<file path="src/rtl/usb_tx_crc16_gen_if.sv">
// Bit-level handshake bundle between the TX byte serializer and the CRC16
// generator, and on to the NRZI/bit-stuff stage.
// Ports: master drives packet control and payload bits; slave is the CRC generator.
interface usb_tx_crc16_gen_if;
  logic crc_clear;     // start of packet, 1-cycle pulse
  logic shift_enable;  // bit-time strobe
  logic payload_bit;   // payload bit, sampled with shift_enable in DATA
  logic crc_start;     // end of payload, switch to CRC emission
  logic tx_bit;        // registered serial bit to the bit-stuffer
  logic tx_bit_valid;  // 1-cycle pulse per new tx_bit
  logic crc_busy;      // packet in progress (DATA or CRC)
  logic crc_done;      // pulses with the 16th CRC bit
  logic crc_self_ok;   // loopback self-check result

  modport master (
    output crc_clear, shift_enable, payload_bit, crc_start,
    input  tx_bit, tx_bit_valid, crc_busy, crc_done, crc_self_ok
  );

  modport slave (
    input  crc_clear, shift_enable, payload_bit, crc_start,
    output tx_bit, tx_bit_valid, crc_busy, crc_done, crc_self_ok
  );
endinterface

</file>
<file path="src/rtl/usb_tx_crc16_gen.sv">
// Transmit-side USB CRC16 generator (x^16+x^15+x^2+1, preset 0xFFFF): passes
// payload bits through, then appends the inverted CRC MSB first.
// Ports: clk, n_rst (async active-low), bus (usb_tx_crc16_gen_if.slave).
// Latency: one clk from an accepted shift_enable to the tx_bit_valid pulse.
// Optional macro USB_TX_CRC_SELFCHECK_EN adds a loopback checker driving crc_self_ok.
module usb_tx_crc16_gen #(
  parameter logic [15:0] CRC_INIT = 16'hFFFF,
  parameter logic [15:0] CRC_POLY = 16'h8005
) (
  input  logic               clk,
  input  logic               n_rst,
  usb_tx_crc16_gen_if.slave  bus
);

  typedef enum logic [1:0] {
    ST_IDLE = 2'd0,
    ST_DATA = 2'd1,
    ST_CRC  = 2'd2
  } state_t;

  state_t      state_q;
  logic [15:0] q_q;
  logic [3:0]  cnt_q;
  logic        tx_bit_q;
  logic        tx_vld_q;
  logic        busy_q;
  logic        done_q;

  // One serial step of the CRC LFSR, MSB-first.
  function automatic logic [15:0] crc_step(input logic [15:0] cur, input logic b);
    crc_step = {cur[14:0], 1'b0} ^ ((b ^ cur[15]) ? CRC_POLY : 16'h0000);
  endfunction

  // Bit actually being emitted this cycle (data or inverted CRC), shared by
  // the main path and the optional loopback checker.
  logic emit_vld;
  logic emit_bit;
  logic emit_last;

  always_comb begin
    emit_vld  = 1'b0;
    emit_bit  = 1'b0;
    emit_last = 1'b0;
    if (!bus.crc_clear && bus.shift_enable) begin
      if (state_q == ST_DATA) begin
        emit_vld = 1'b1;
        emit_bit = bus.payload_bit;
      end else if (state_q == ST_CRC) begin
        emit_vld  = 1'b1;
        emit_bit  = ~q_q[15];
        emit_last = (cnt_q == 4'd15);
      end
    end
  end

  // Single FSM; all outputs are registered. crc_clear wins in every state.
  always_ff @(posedge clk or negedge n_rst) begin
    if (!n_rst) begin
      state_q  <= ST_IDLE;
      q_q      <= CRC_INIT;
      cnt_q    <= 4'd0;
      tx_bit_q <= 1'b1;
      tx_vld_q <= 1'b0;
      busy_q   <= 1'b0;
      done_q   <= 1'b0;
    end else begin
      tx_vld_q <= 1'b0;
      done_q   <= 1'b0;
      if (bus.crc_clear) begin
        state_q <= ST_DATA;
        q_q     <= CRC_INIT;
        cnt_q   <= 4'd0;
        busy_q  <= 1'b1;
      end else begin
        case (state_q)
          ST_DATA: begin
            // A payload bit arriving with crc_start is still consumed.
            if (bus.shift_enable) begin
              q_q      <= crc_step(q_q, bus.payload_bit);
              tx_bit_q <= bus.payload_bit;
              tx_vld_q <= 1'b1;
            end
            if (bus.crc_start) begin
              state_q <= ST_CRC;
            end
          end
          ST_CRC: begin
            // Shifting ones in behind the CRC keeps q meaningless afterwards
            // but harmless; it is re-preset on the next crc_clear.
            if (bus.shift_enable) begin
              tx_bit_q <= ~q_q[15];
              tx_vld_q <= 1'b1;
              q_q      <= {q_q[14:0], 1'b1};
              if (cnt_q == 4'd15) begin
                cnt_q   <= 4'd0;
                state_q <= ST_IDLE;
                done_q  <= 1'b1;
                busy_q  <= 1'b0;
              end else begin
                cnt_q <= cnt_q + 4'd1;
              end
            end
          end
          default: begin
            // IDLE: inputs other than crc_clear are ignored, tx_bit holds.
          end
        endcase
      end
    end
  end

  assign bus.tx_bit       = tx_bit_q;
  assign bus.tx_bit_valid = tx_vld_q;
  assign bus.crc_busy     = busy_q;
  assign bus.crc_done     = done_q;

`ifdef USB_TX_CRC_SELFCHECK_EN
  // Far-end model: a second LFSR fed by every emitted bit. A correct
  // payload+inverted-CRC stream leaves it on the fixed residual 0x800D.
  logic [15:0] chk_q;
  logic [15:0] chk_d;
  logic        self_ok_q;

  always_comb begin
    chk_d = chk_q;
    if (emit_vld) begin
      chk_d = crc_step(chk_q, emit_bit);
    end
  end

  always_ff @(posedge clk or negedge n_rst) begin
    if (!n_rst) begin
      chk_q     <= CRC_INIT;
      self_ok_q <= 1'b0;
    end else if (bus.crc_clear) begin
      chk_q     <= CRC_INIT;
      self_ok_q <= 1'b0;
    end else begin
      chk_q <= chk_d;
      if (emit_last) begin
        self_ok_q <= (chk_d == 16'h800D);
      end
    end
  end

  assign bus.crc_self_ok = self_ok_q;
`else
  // Without the checker the emit decode only feeds nothing; keep it observable
  // through a reduction so it is not flagged as dead logic.
  logic emit_unused;
  assign emit_unused     = emit_vld & emit_bit & emit_last;
  assign bus.crc_self_ok = 1'b0 & emit_unused;
`endif

endmodule

</file>
<file path="src/flat_wrapper.sv">
// flat-port wrapper written by rule: the top's interface ports become plain ports
module usb_tx_crc16_gen_flat 
#(
  parameter logic [15:0] CRC_INIT = 16'hFFFF,
  parameter logic [15:0] CRC_POLY = 16'h8005
)
  (clk, n_rst, bus_crc_clear, bus_shift_enable, bus_payload_bit, bus_crc_start, bus_tx_bit, bus_tx_bit_valid, bus_crc_busy, bus_crc_done, bus_crc_self_ok);
  usb_tx_crc16_gen_if bus_i ();
  input  logic clk;
  input  logic n_rst;
  input wire logic [$bits(bus_i.crc_clear)-1:0] bus_crc_clear;
  input wire logic [$bits(bus_i.shift_enable)-1:0] bus_shift_enable;
  input wire logic [$bits(bus_i.payload_bit)-1:0] bus_payload_bit;
  input wire logic [$bits(bus_i.crc_start)-1:0] bus_crc_start;
  output wire logic [$bits(bus_i.tx_bit)-1:0] bus_tx_bit;
  output wire logic [$bits(bus_i.tx_bit_valid)-1:0] bus_tx_bit_valid;
  output wire logic [$bits(bus_i.crc_busy)-1:0] bus_crc_busy;
  output wire logic [$bits(bus_i.crc_done)-1:0] bus_crc_done;
  output wire logic [$bits(bus_i.crc_self_ok)-1:0] bus_crc_self_ok;
  assign bus_i.crc_clear = bus_crc_clear;
  assign bus_i.shift_enable = bus_shift_enable;
  assign bus_i.payload_bit = bus_payload_bit;
  assign bus_i.crc_start = bus_crc_start;
  assign bus_tx_bit = bus_i.tx_bit;
  assign bus_tx_bit_valid = bus_i.tx_bit_valid;
  assign bus_crc_busy = bus_i.crc_busy;
  assign bus_crc_done = bus_i.crc_done;
  assign bus_crc_self_ok = bus_i.crc_self_ok;
  usb_tx_crc16_gen #(.CRC_INIT(CRC_INIT), .CRC_POLY(CRC_POLY)) u_core (.clk(clk), .n_rst(n_rst), .bus(bus_i));
endmodule
</file>
<file path="config.mk">
export PLATFORM = sky130hd
export DESIGN_NAME = usb_tx_crc16_gen_flat
export DESIGN_NICKNAME = d
export VERILOG_FILES = /design/src/rtl/usb_tx_crc16_gen_if.sv /design/src/rtl/usb_tx_crc16_gen.sv /design/src/flat_wrapper.sv
export SDC_FILE = /design/constraint.sdc
export NUM_CORES = 1
export LEC_CHECK = 0
export BUFFER_PORTS_ARGS = -buffer_cell sky130_fd_sc_hd__buf_2
export CAP_MARGIN = 20
export CELL_PAD_IN_SITES_DETAIL_PLACEMENT = 1
export CELL_PAD_IN_SITES_GLOBAL_PLACEMENT = 2
export CORE_UTILIZATION = 25
export CTS_CLUSTER_SIZE = 30
export DETAILED_ROUTE_END_ITERATION = 10
export GPL_TIMING_DRIVEN = 0
export HOLD_SLACK_MARGIN = 0.08
export PLACE_DENSITY = 0.6
export SLEW_MARGIN = 20
export SYNTH_ARGS = -nofsm -noshare
export SYNTH_HDL_FRONTEND = slang
export SYNTH_SLANG_ARGS = --single-unit
</file>
<file path="constraint.sdc">
create_clock -name clk -period 2.7 [get_ports clk]
set_input_delay 0.27 -clock clk [delete_from_list [all_inputs] [get_ports clk]]
set_output_delay 0.27 -clock clk [all_outputs]
set_load 0.02 [all_outputs]
</file>
; Word-level counts from Yosys, hierarchy flattened
; Index checks and enable logic that the tools add are counted.
[totals]
reg_bits = 26
output_inout_bits = 5
in_bits = 6
word_cells = 60
[classes]
n_reduce_logical = 11
n_addsub = 1
n_mux = 28
n_eq_ne = 9
bitwise_logic = 4
[ops]
columns = op, n
row1 = two-way mux 16 bit, 4
row2 = case mux 16 bit (2 select lines), 1
row3 = two-way mux 4 bit, 4
row4 = XOR 16 bit, 1
row5 = two-way mux 1 bit, 13
row6 = inequality test 3 bit (second input constant), 4
row7 = two-way mux 2 bit, 4
row8 = AND reduction 4 bit, 2
row9 = nonzero test 2 bit, 4
row10 = AND reduction 3 bit, 2
row11 = adder 4 x 1 -> 4 bit (second input constant), 1
row12 = == test 4 bit (second input constant), 1
row13 = inequality test 2 bit (second input constant), 2
row14 = case mux 2 bit (2 select lines), 1
row15 = nonzero test 3 bit, 1
row16 = == test 2 x 1 -> 1 bit (second input constant), 1
row17 = == test 2 bit (second input constant), 1
row18 = inverter 1 bit, 2
row19 = case mux 1 bit (2 select lines), 1
row20 = AND reduction 2 bit, 1
row21 = OR reduction 2 bit, 1
row22 = XOR 1 bit, 1

; Logic depth before layout (Yosys ltp)
; Gate-level depths: netlist of the first run.
[logic_depth]
ltp_word = 6
depth_mapped = 6

; Least setup slack after synthesis of the first run
; No wires, ideal clock.
[synth_timing]
path_type = register to register
start = register u_core.state_q[0]
end = register u_core.state_q[0]
synth_period_minus_slack_ns = 1.480
required_time_ns = 2.576
setup_ns = 0.124
slack_ns = 1.220
arrival_time_ns = 1.356
stages_incl_launch_ff = 7
cell_sequence = dfrtp_1 -> inv_1 -> ha_1 -> buf_6 -> mux2i_1 -> a21o_1 -> a211o_1
[synth_between]
elab_chain_cells = 3
word_cells_on_any_way = 9
[synth_rtl]
columns = item, line
row1 = start: declaration, usb_tx_crc16_gen.sv:21  ; state_t state_q;
row2 = start signal: assignment, usb_tx_crc16_gen.sv:59  ; state_q <= ST_IDLE;
row3 = start signal: assignment, usb_tx_crc16_gen.sv:70  ; state_q <= ST_DATA;
row4 = start signal: assignment, usb_tx_crc16_gen.sv:84  ; state_q <= ST_CRC;
row5 = == test 2 bit / == test 2 x 1 -> 1 bit (equally long branches), -
row6 = "inequality test 3 bit (no line), or another cell as far along", -
row7 = AND reduction 4 bit (no line) / two-way mux 2 bit (equally long branches), -
; Several ways; a longest one is shown, not always the timed one.
; A chain may end at the register's enable or synchronous reset.

; Worst setup path after layout of the first run
; Same ends and word-level chain as after synthesis.

==> metrics, run 1 <==
net count of the finished layout=~160; share of power burned in the clock network=approximately 24%; GRT Overall Usage=12.7%; Power per Cell Area=roughly 700 mW/mm^2; Least-Margin Pin Slew=between 0.6 and 0.7 ns; total of buffers placed on input and output ports=8; kind of start point of the critical path=flip-flop; peak supply drop=0.292 mV; proportion of register bits with asynchronous set or reset after synthesis=100%; H-tree depth reported by CTS=1; Avg Vias per Cell=4.62; CP endpoint kind=flip-flop; global placer's final weighted congestion=~0.7; most used flip-flop cell after synthesis=sky130_fd_sc_hd__dfstp_2; Post-synth EDFFs=0; number of iterations in the first detailed-routing pass=3; number of violations of the max-capacitance limit=0; number of vias after detailed routing=between 1000 and 1500; switching power summed over all nets=roughly 0.00034 W; Final setup viols=0; cell area after layout=0.00152 sq mm; yosys synthesis warning count=0; switching share of power=between 30% and 40%; internal power of the cells=roughly 0.00073 W; pin count of the biggest net entering global routing=27; total I/O pin count=11; result of the run=completed; area grow syn2layout=14.5%; routed wire length=3060 um; unrepaired setup endpoints after global routing=false; CP Data Arrival Time=roughly 1.8 ns; total DRC errors in the routed layout=0; CTS tree=yes; sequential cell fraction of total power=roughly half; Max Transition Viols Final=0; clock transition time at the flip-flop clock pins of the worst setup and hold paths=roughly 0.1 ns; initial detailed-routing violation count=30; global-route wire length before repair=5410 um; peak clock frequency supported by timing=approximately 0.6 GHz; half-perimeter wire length after placement=about 2200 um; total negative slack for setup checks=0 ns; Max Buffers Root-to-Sink=2; Synth Area per Inst=9.79 sq um; Antenna Diode Count=0; maximum cell stage delay along the critical path=between 0.4 and 0.5 ns; cell area after technology mapping=0.00133 sq mm; final number of hold-violating endpoints=0; time the final worst path needs with I/O delays and setup=~1.6 ns; slowest CP cell=sky130_fd_sc_hd__dfrtp_1; row count=26; fraction of layout cells with a size suffix above 1=~25%; worst setup slack for register-to-register paths=~1.1 ns; leakage=between 0.6 and 0.7 nW; DR WL/cell=around 14 um; CP Class=flip-flop to flip-flop; required time at the endpoint of the critical path=2.87 ns; y dimension of the die=between 70 and 80 um; sequential area share after synthesis=between 50% and 60%; Root Buffer=sky130_fd_sc_hd__clkbuf_8; Seq cells post-synth=26; library cells used by synthesis=38; residual antenna-violating net count after detailed routing=0; cell count after synthesis=roughly 140; number of global-route vias before repair=1177; worst skew pair latency=0.28 ns; Final period util=approximately three fifths; number of antenna violations at the first check in global routing=0; residual overflow from global routing=0; filler instances=roughly 600; Post-Place Cell Area=between 0.001 and 0.0015 sq mm; horizontal extent of the die=around 75 um; top fanout value on the critical path=10; net count of the mapped netlist=147; starting density of the core=between 20% and 30%; CTS Buf Count=3; worst relative slew slack=approximately three fifths; Max Clock Skew=between 0.01 and 0.015 ns; list of cells traversed by the critical path=inv_1 -> ha_1 -> buf_6 -> mux2i_1 -> a21o_1 -> a211o_1; number of clock sinks=26; Die Footprint=~0.0056 sq mm; combinational fraction of design power=about 26%; type of the most critical hold path=input pin to flip-flop; standard cell core area=roughly 0.005 sq mm; worst hold slack=0.360 ns
-- layer usage --
metal  part of all wire [%]  wire (um)  global-route usage (%)
met1                     47       1430                    14.8
met2                     50       1530                    23.9
met3                    2.1         63                    1.74
met4                    1.3         39                    4.40
met5                      0          0                       0
-- path summary, 6_finish.rpt --
| kind | startpoint | to | cells past startpoint |
|---|---|---|---|
| worst max register to register | u_core.state_q[0] | u_core.state_q[0] | 6 |
| worst min-delay path | bus_payload_bit | u_core.bus.tx_bit | 3 |
| worst min register to register | u_core.q_q[0] | u_core.q_q[1] | 2 |
| max in group asynchronous | n_rst | u_core.bus.crc_done | 2 |
| min in group asynchronous | n_rst | u_core.state_q[0] | 2 |
| worst max-delay path | u_core.state_q[0] | u_core.state_q[0] | 6 |
-- kinds of logic after synthesis --
logic type	Yosys count	share of synthesized area, %
AOI/OAI and AO/OA	22	11.2
xor gates and xnor gates	2	1.32
adders and majority gates	5	4.70
buffers and inverters	13	4.79
DFF	26	50.5
muxes	1	0.752
other	1	0.282
and+or+nand+nor	66	26.5
-- power by group through the flow --
stage | Sequential, W | Clock, W | Combinational, W
finish | 0.000530 | 0.000257 | 0.000275
floorplan | 0.000536 | 0 | 0.000196
global route | 0.000540 | 0.000283 | 0.000317
CTS | 0.000532 | 0.000272 | 0.000284
detailed placement | 0.000538 | 0 | 0.000281
global placement | 0.000533 | 0 | 0.000277
-- cell usage in the layout, fill, tap and decap left out, types with 2 or more instances in the layout --
cell type                  synthesis  final
sky130_fd_sc_hd__inv_1             5      5
sky130_fd_sc_hd__nand3_1           3      3
sky130_fd_sc_hd__nand2b_1          3      3
sky130_fd_sc_hd__buf_2             3     11
sky130_fd_sc_hd__clkbuf_1          3      3
sky130_fd_sc_hd__o21ai_0           2      2
sky130_fd_sc_hd__nand2_1          29     29
sky130_fd_sc_hd__dfrtp_1           9      9
sky130_fd_sc_hd__clkbuf_8          0      4
sky130_fd_sc_hd__o21bai_1          2      2
sky130_fd_sc_hd__nor2_1            4      4
sky130_fd_sc_hd__a21oi_1           7      7
sky130_fd_sc_hd__ha_1              5      5
sky130_fd_sc_hd__xor2_1            2      2
sky130_fd_sc_hd__a311oi_1          2      2
sky130_fd_sc_hd__nor3_1            4      4
sky130_fd_sc_hd__nand3b_1         15     15
sky130_fd_sc_hd__dfstp_2          17     17
-- metrics by stage --
step                instances  setup WS [ns]  total power, W  utilization [%]
floorplan                 136           1.22        0.000732                -
global placement          214           1.08        0.000810             28.6
detailed placement        214           1.06        0.000819             28.6
CTS                       219           1.04         0.00109             29.8
global route              219          0.878         0.00114             29.8
finish                    219           1.06         0.00106             29.8
-- timing repair --
item,4_1_cts,5_1_grt
endpoints found under the hold margin,9,0
hold buffers,1,0
gates resized for setup,0,0
setup buffers,0,0
-- cell usage after synthesis (all sizes together), types with 2 or more instances --
library cell  count  area (sq um)
inv               5          18.8
ha                5          62.6
nand3b           15           113
o21bai            2          15.0
nand3             4          25.0
buf               5          33.8
xor2              2          17.5
dfstp            17           447
clkbuf            3          11.3
nor3              4          20.0
a21oi             7          35.0
nand2            30           115
nor2              4          15.0
o21ai             3          18.8
a311oi            2          17.5
dfrtp             9           225
nand2b            3          18.8
-- final cells by class --
class                           count  area [sq um]  share of cell area (%)
Clock buffer                        4          55.1                    3.61
Timing Repair Buffer                9          50.0                    3.28
Multi-Input combinational cell     97           596                    39.1
Inverter                            5          18.8                    1.23
Buffer                              8          45.0                    2.96
Tap cell                           70          87.6                    5.75
Sequential cell                    26           672                    44.1
-- flip-flops by register name (all words and copies together) (netlist names) --
name and count:
u_core.q_q 16, u_core.bus.crc_done 1, u_core.bus.tx_bit_valid 1, u_core.cnt_q 4, u_core.bus.crc_busy 1, u_core.state_q 2
u_core.bus.tx_bit 1
-- critical path: cells and delay by family (launching register included) --
| kind | cells | cell delay, ns |
|---|---|---|
| AOI/OAI and AO/OA | 2 | 0.48 |
| muxes | 1 | 0.09 |
| buffers and inverters | 2 | 0.29 |
| DFF | 1 | 0.42 |
| adders and majority gates | 1 | 0.25 |
Note: power is estimated with default switching activity, not from simulation.
==> inputs of run 2 (changes only) <==
--- a/config.mk
+++ b/config.mk
@@ -14,7 +14,7 @@
 export DETAILED_ROUTE_END_ITERATION = 10
 export GPL_TIMING_DRIVEN = 0
 export HOLD_SLACK_MARGIN = 0.08
-export PLACE_DENSITY = 0.6
+export PLACE_DENSITY = 0.62
 export SLEW_MARGIN = 20
 export SYNTH_ARGS = -nofsm -noshare
 export SYNTH_HDL_FRONTEND = slang
==> constraint.sdc (replaced) <==
create_clock -name clk -period 1.35 [get_ports clk]
set_input_delay 0.135 -clock clk [delete_from_list [all_inputs] [get_ports clk]]
set_output_delay 0.135 -clock clk [all_outputs]
set_load 0.02 [all_outputs]
==> run 2 against run 1 <==
  * The flow now finishes with violations (negative setup slack)
  * Clock power up 97%
  * Via count up 4.7%
  * Routed wire length up 8.0%
  * Register-to-register slack worse by 1.2 ns
==> metrics, run 2 (synthesis gave the netlist of run 1 again) <==
fraction of layout cells with a size suffix above 1=between 30% and 40%; Antenna Diode Count=0; max FFs per register=16; number of violations of the max-capacitance limit=0; CTS tree=yes; GRT met1 Usage=15.0%; violated checks=negative setup slack; Max Clock Skew=0.0109 ns; clock transition time at the flip-flop clock pins of the worst setup and hold paths=~0.1 ns; Most Used Layer, Global Route=met2; highest-count cells in the layout ignoring fill and taps=sky130_fd_sc_hd__nand2_1, sky130_fd_sc_hd__dfstp_2, sky130_fd_sc_hd__nand3b_1; initial detailed-routing violation count=19; H-tree depth reported by CTS=1; worst slack at placement=-0.305 ns; global placer's final weighted congestion=roughly 0.7; routed wire length=3300 um; total DRC errors in the routed layout=0; total negative slack for setup checks=-1.26 ns; result of the run=finished, violations left; number of global-route vias before repair=1092; row count=26; CP endpoint kind=flip-flop; top fanout value on the critical path=8; met3 track demand over resource=1.61%; final core utilization=between 30 and 40%; Die Footprint=about 0.0056 sq mm; half-perimeter wire length after placement=around 2200 um; number of iterations in the first detailed-routing pass=4; cell area after layout=~0.0017 sq mm; cell depth of the worst setup path=6; worst relative slew slack=about three fifths; total of buffers placed on input and output ports=8; Max Buffers Root-to-Sink=2; final number of hold-violating endpoints=0; Avg Vias per Cell=about 4.5; top register by number of flip-flops=u_core.q_q; type of the most critical hold path=input pin to flip-flop; CP Class=flip-flop to flip-flop; worst hold slack=0.223 ns; area grow syn2layout=30.3%; buffer and inverter count on the worst path=3; Power per Cell Area=between 1000 and 1500 mW/mm^2; worst hold stages=3; peak supply drop=between 0.6 and 0.7 mV; Root Buffer=sky130_fd_sc_hd__clkbuf_8; pin count of the biggest net entering global routing=27; total I/O pin count=11; length in cells of the worst reg-to-reg path=6; Final period util=109%; met2 GRT Util=approximately 22%; number of vias after detailed routing=1060; leakage=between 0.7 and 0.8 nW; slowest CP cell=sky130_fd_sc_hd__a2111oi_1; residual antenna-violating net count after detailed routing=0; commonest non-fill, non-tap cell in the layout=sky130_fd_sc_hd__nand2_1; horizontal extent of the die=about 75 um; net count of the finished layout=between 150 and 200; standard cell core area=approximately 0.0051 sq mm; CP Data Arrival Time=about 1.7 ns; list of cells traversed by the critical path=inv_2 -> ha_4 -> buf_8 -> inv_1 -> a2111oi_1 -> a311oi_1; unrepaired setup endpoints after global routing=true; registers with the most flip-flops=u_core.q_q (16), u_core.cnt_q (4), u_core.state_q (2); Least-Margin Pin Slew=between 0.6 and 0.7 ns; Max Transition Viols Final=0; starting density of the core=26.1%; residual overflow from global routing=0; Final setup viols=21; required time at the endpoint of the critical path=roughly 1.5 ns; worst skew pair latency=roughly 0.27 ns; DR WL/cell=~14 um; post-route setup slack=-0.117 ns; CTS Buf Count=3; kind of start point of the critical path=flip-flop; maximum cell stage delay along the critical path=roughly 0.42 ns; Post-Place Cell Area=around 0.0015 sq mm; time the final worst path needs with I/O delays and setup=roughly 1.5 ns; GRT Overall Usage=between 10% and 20%; family of cells with the greatest summed delay on the critical path=compound AO/OA/AOI/OAI gates; number of antenna violations at the first check in global routing=0; number of clock sinks=26; peak clock frequency supported by timing=slightly below 0.7 GHz; y dimension of the die=75.0 um; filler instances=just under 600; global-route wire length before repair=a little over 5000 um
-- run 2: through the flow --
step | power, W | instances
2_1_floorplan | 0.00148 | 136
3_3_place_gp | 0.00163 | 214
3_5_place_dp | 0.00165 | 214
5_1_grt | 0.00251 | 233
4_1_cts | 0.00228 | 228
6_report | 0.00237 | 233
-- run 2: layer usage --
metal | wire [um] | vias up
met3 | 36 | 2
met1 | 1480 | 533
li1 | - | 518
met2 | 1770 | 7
met5 | 0 | -
met4 | 24 | 0
-- run 2: where the power goes --
| group | leakage [nW] | switching (W) | internal, W | total [W] |
|---|---|---|---|---|
| logic | 0.406 | 0.000406 | 0.000392 | 0.000798 |
| clock network | 0.0288 | 0.000245 | 0.000260 | 0.000506 |
| registers | 0.293 | 0.0000928 | 0.000975 | 0.00107 |
| total | 0.728 | 0.000744 | 0.00163 | 0.00237 |
-- run 2: final timing paths --
path	start	to	slack, ns
setup / recovery	u_core.state_q[0]	u_core.q_q[2]	-0.12
hold reg to reg	u_core.q_q[0]	u_core.q_q[1]	0.48
setup reg to reg	u_core.state_q[0]	u_core.q_q[2]	-0.12
max in group asynchronous	n_rst	u_core.state_q[1]	0.49
hold / removal	bus_payload_bit	u_core.bus.tx_bit	0.22
min in group asynchronous	n_rst	u_core.state_q[0]	0.41
-- run 2: final cells by class --
cell class	count	area (sq um)	share of cell area, %
buffer	8	61.3	3.54
multi-input combinational	97	663	38.2
inverter	5	18.8	1.08
tap	70	87.6	5.05
clock buffer	4	55.1	3.17
timing repair buffer	23	175	10.1
sequential	26	673	38.8
-- run 2: worst register-to-register path, cell delays in order, from the launching register on --
cell,delay (ns)
sky130_fd_sc_hd__dfrtp_1,0.41
sky130_fd_sc_hd__inv_2,0.09
sky130_fd_sc_hd__ha_4,0.15
sky130_fd_sc_hd__buf_8,0.13
sky130_fd_sc_hd__inv_1,0.08
sky130_fd_sc_hd__a2111oi_1,0.42
sky130_fd_sc_hd__a311oi_1,0.10
-- run 2: what timing repair did --
item | 4_1_cts | 5_1_grt
endpoints found under the hold margin | 9 | 0
hold buffers | 1 | 0
buffers inserted | 9 | 4
pin swaps | 4 | 0
setup endpoints to repair | 20 | 22
cloned | 0 | 1
resized for setup | 11 | 12
==> inputs of run 3 (changes only) <==
--- a/config.mk
+++ b/config.mk
@@ -5,6 +5,7 @@
 export SDC_FILE = /design/constraint.sdc
 export NUM_CORES = 1
 export LEC_CHECK = 0
+export ABC_AREA = 1
 export BUFFER_PORTS_ARGS = -buffer_cell sky130_fd_sc_hd__buf_2
 export CAP_MARGIN = 20
 export CELL_PAD_IN_SITES_DETAIL_PLACEMENT = 1
==> constraint.sdc (replaced) <==
create_clock -name clk -period 1.75 [get_ports clk]
set_input_delay 0.175 -clock clk [delete_from_list [all_inputs] [get_ports clk]]
set_output_delay 0.175 -clock clk [all_outputs]
set_load 0.02 [all_outputs]
==> run 3 against run 2 <==
  * The flow now finishes without violations
  * Sequential power down 28%
  * Cell count up 1.3%
  * Design area shrank 13%
  * Critical endpoint is now u_core.q_q[0]
==> metrics, run 3 <==
required time at the endpoint of the critical path=slightly below 2 ns; highest-count cells in the layout ignoring fill and taps=sky130_fd_sc_hd__nor2_1, sky130_fd_sc_hd__nand2_1, sky130_fd_sc_hd__dfstp_2; residual antenna-violating net count after detailed routing=0; fraction of layout cells with a size suffix above 1=between 20% and 30%; number of iterations in the first detailed-routing pass=4; Seq cells post-synth=26; number of vias after detailed routing=approximately 1000; CP Data Arrival Time=between 1.5 and 2 ns; ranking of synthesized cells by area=sky130_fd_sc_hd__dfstp_2, sky130_fd_sc_hd__dfrtp_1, sky130_fd_sc_hd__nor2_1; Max Clock Skew=slightly above 0.006 ns; Avg Vias per Cell=roughly 4.2; beginning of the worst hold path=bus_crc_clear; GRT Overall Usage=between 10% and 20%; kind of start point of the critical path=flip-flop; type of the most critical hold path=input pin to flip-flop; Max Buffers Root-to-Sink=2; commonest cells in the synthesized netlist=sky130_fd_sc_hd__nor2_1, sky130_fd_sc_hd__nand2_1, sky130_fd_sc_hd__dfstp_2, sky130_fd_sc_hd__inv_1, sky130_fd_sc_hd__dfrtp_1; peak clock frequency supported by timing=0.650 GHz; peak supply drop=approximately 0.3 mV; proportion of register bits with asynchronous set or reset after synthesis=100%; worst skew pair latency=around 0.27 ns; worst relative slew slack=59.3%; global-route wire length before repair=4990 um; pin count of the biggest net entering global routing=27; length in cells of the worst reg-to-reg path=7; unrepaired setup endpoints after global routing=false; row count=25; residual overflow from global routing=0; horizontal extent of the die=~74 um; library cells used by synthesis=20; total of buffers placed on input and output ports=8; starting density of the core=around a quarter; yosys synthesis warning count=0; Final period util=between 80% and 90%; CTS Buf Count=3; total I/O pin count=11; Least-Margin Pin Slew=~0.6 ns; global placer's final weighted congestion=about 0.7; top register by number of flip-flops=u_core.q_q; Root Buffer=sky130_fd_sc_hd__clkbuf_8; Antenna Diode Count=0; number of global-route vias before repair=between 1000 and 1500; number of antenna violations at the first check in global routing=0; sequential area share after synthesis=around 52%; clock transition time at the flip-flop clock pins of the worst setup and hold paths=0.09 ns; Synth area leader=sky130_fd_sc_hd__dfstp_2; result of the run=completed; CP Class=flip-flop to flip-flop; y dimension of the die=74.0 um; leakage=a little under 0.7 nW; time the final worst path needs with I/O delays and setup=1.54 ns; cell count after synthesis=about 160; registers with the most flip-flops=u_core.q_q (16), u_core.cnt_q (4), u_core.state_q (2); reg2reg start=u_core.state_q[0]; initial detailed-routing violation count=a little under 50; number of violations of the max-capacitance limit=0; Die Footprint=around 0.0055 sq mm; net count of the mapped netlist=roughly 170; Post-CTS Resized=0; final number of hold-violating endpoints=0; cell area after technology mapping=approximately 0.0013 sq mm; top cell type's share of synthesized area=about a third; worst hold stages=2; Synth Area per Inst=8.36 sq um; Power per Cell Area=1060 mW/mm^2; commonest non-fill, non-tap cell in the layout=sky130_fd_sc_hd__nor2_1; half-perimeter wire length after placement=2000 um; worst flop-to-flop path endpoint=u_core.q_q[0]; Max Transition Viols Final=0; routed wire length=around 2700 um; Hold Path End=u_core.bus.tx_bit_valid; Final setup viols=0; CP endpoint kind=flip-flop; net count of the finished layout=around 180; number of clock sinks=26; total negative slack for setup checks=0 ns; standard cell core area=just under 0.005 sq mm; area grow syn2layout=16.0%; total DRC errors in the routed layout=0; DR WL/cell=about 12 um; Post-synth EDFFs=0; most used flip-flop cell after synthesis=sky130_fd_sc_hd__dfstp_2; top fanout value on the critical path=10; H-tree depth reported by CTS=1; most used standard cell by instance count after synthesis=sky130_fd_sc_hd__nor2_1; CTS tree=yes; max FFs per register=16; worst setup slack for register-to-register paths=0.21 ns; PnR Total Power=0.00160 W; filler instances=roughly 590
==> run 3: stage by stage <==
stage	utilization [%]	hold WS (ns)	std cells	instance area, sq um	setup WS, ns
2_1_floorplan	-	-0.121	155	1300	0.332
3_3_place_gp	29.3	0.216	230	1420	0.186
3_5_place_dp	29.3	0.222	230	1420	0.126
4_1_cts	30.9	0.119	235	1500	0.102
5_1_grt	31.0	0.133	236	1500	0.0828
6_report	31.0	0.129	236	1500	0.211
==> run 3: worst max-delay path by stage <==
stage                      startpoint       endpoint  slack [ns]  cells past startpoint
detailed placement  u_core.state_q[0]  u_core.q_q[0]        0.13                      7
floorplan           u_core.state_q[0]  u_core.q_q[0]        0.33                      7
global route        u_core.state_q[0]  u_core.q_q[7]        0.08                      8
finish              u_core.state_q[0]  u_core.q_q[0]        0.21                      7
global placement    u_core.state_q[0]  u_core.q_q[0]        0.19                      7
CTS                 u_core.state_q[0]  u_core.q_q[0]        0.10                      7
==> run 3: worst max-delay path: stages, from the launching register on <==
cell and delay (ns):
sky130_fd_sc_hd__dfrtp_1 0.37, sky130_fd_sc_hd__inv_1 0.07, sky130_fd_sc_hd__ha_1 0.28, sky130_fd_sc_hd__a21oi_4 0.22, sky130_fd_sc_hd__nand2_2 0.10, sky130_fd_sc_hd__buf_6 0.14
sky130_fd_sc_hd__buf_6 0.13, sky130_fd_sc_hd__o21a_1 0.16
==> run 3: routing by layer <==
metal  up-vias  GRT usage [%]  routed length (um)
li1        504              -                   -
met3         2           2.03                  59
met4         0           4.49                  24
met5         -              0                   0
met1       485           15.3                1300
met2         7           20.3                1350
==> run 3: cell families after synthesis <==
family                     share of synthesized area (%)
AOI/OAI and AO/OA                                   5.70
buffers and inverters                               8.69
DFF                                                 51.8
other                                              0.289
adders and majority gates                           4.83
and+or+nand+nor                                     28.7
==> run 3: layout make-up <==
| type | instances | area [sq um] | area share (%) |
|---|---|---|---|
| sequential | 26 | 672 | 44.7 |
| tap | 67 | 83.8 | 5.57 |
| inverter | 15 | 63.8 | 4.24 |
| clock buffer | 4 | 66.3 | 4.41 |
| timing repair buffer | 10 | 57.6 | 3.83 |
| multi-input combinational | 109 | 512 | 34.0 |
| buffer | 5 | 48.8 | 3.24 |
==> run 3: what timing repair did <==
| action | CTS | global route |
|---|---|---|
| hold endpoints to repair | 9 | 0 |
| setup endpoints to repair | 0 | 4 |
| hold buffers | 1 | 0 |
| buffers inserted | 0 | 1 |
==> run 3: power breakdown <==
part           switching (W)  internal, W  total, W
Clock               0.000193     0.000249  0.000442
Combinational       0.000245     0.000142  0.000387
Sequential         0.0000526     0.000719  0.000772
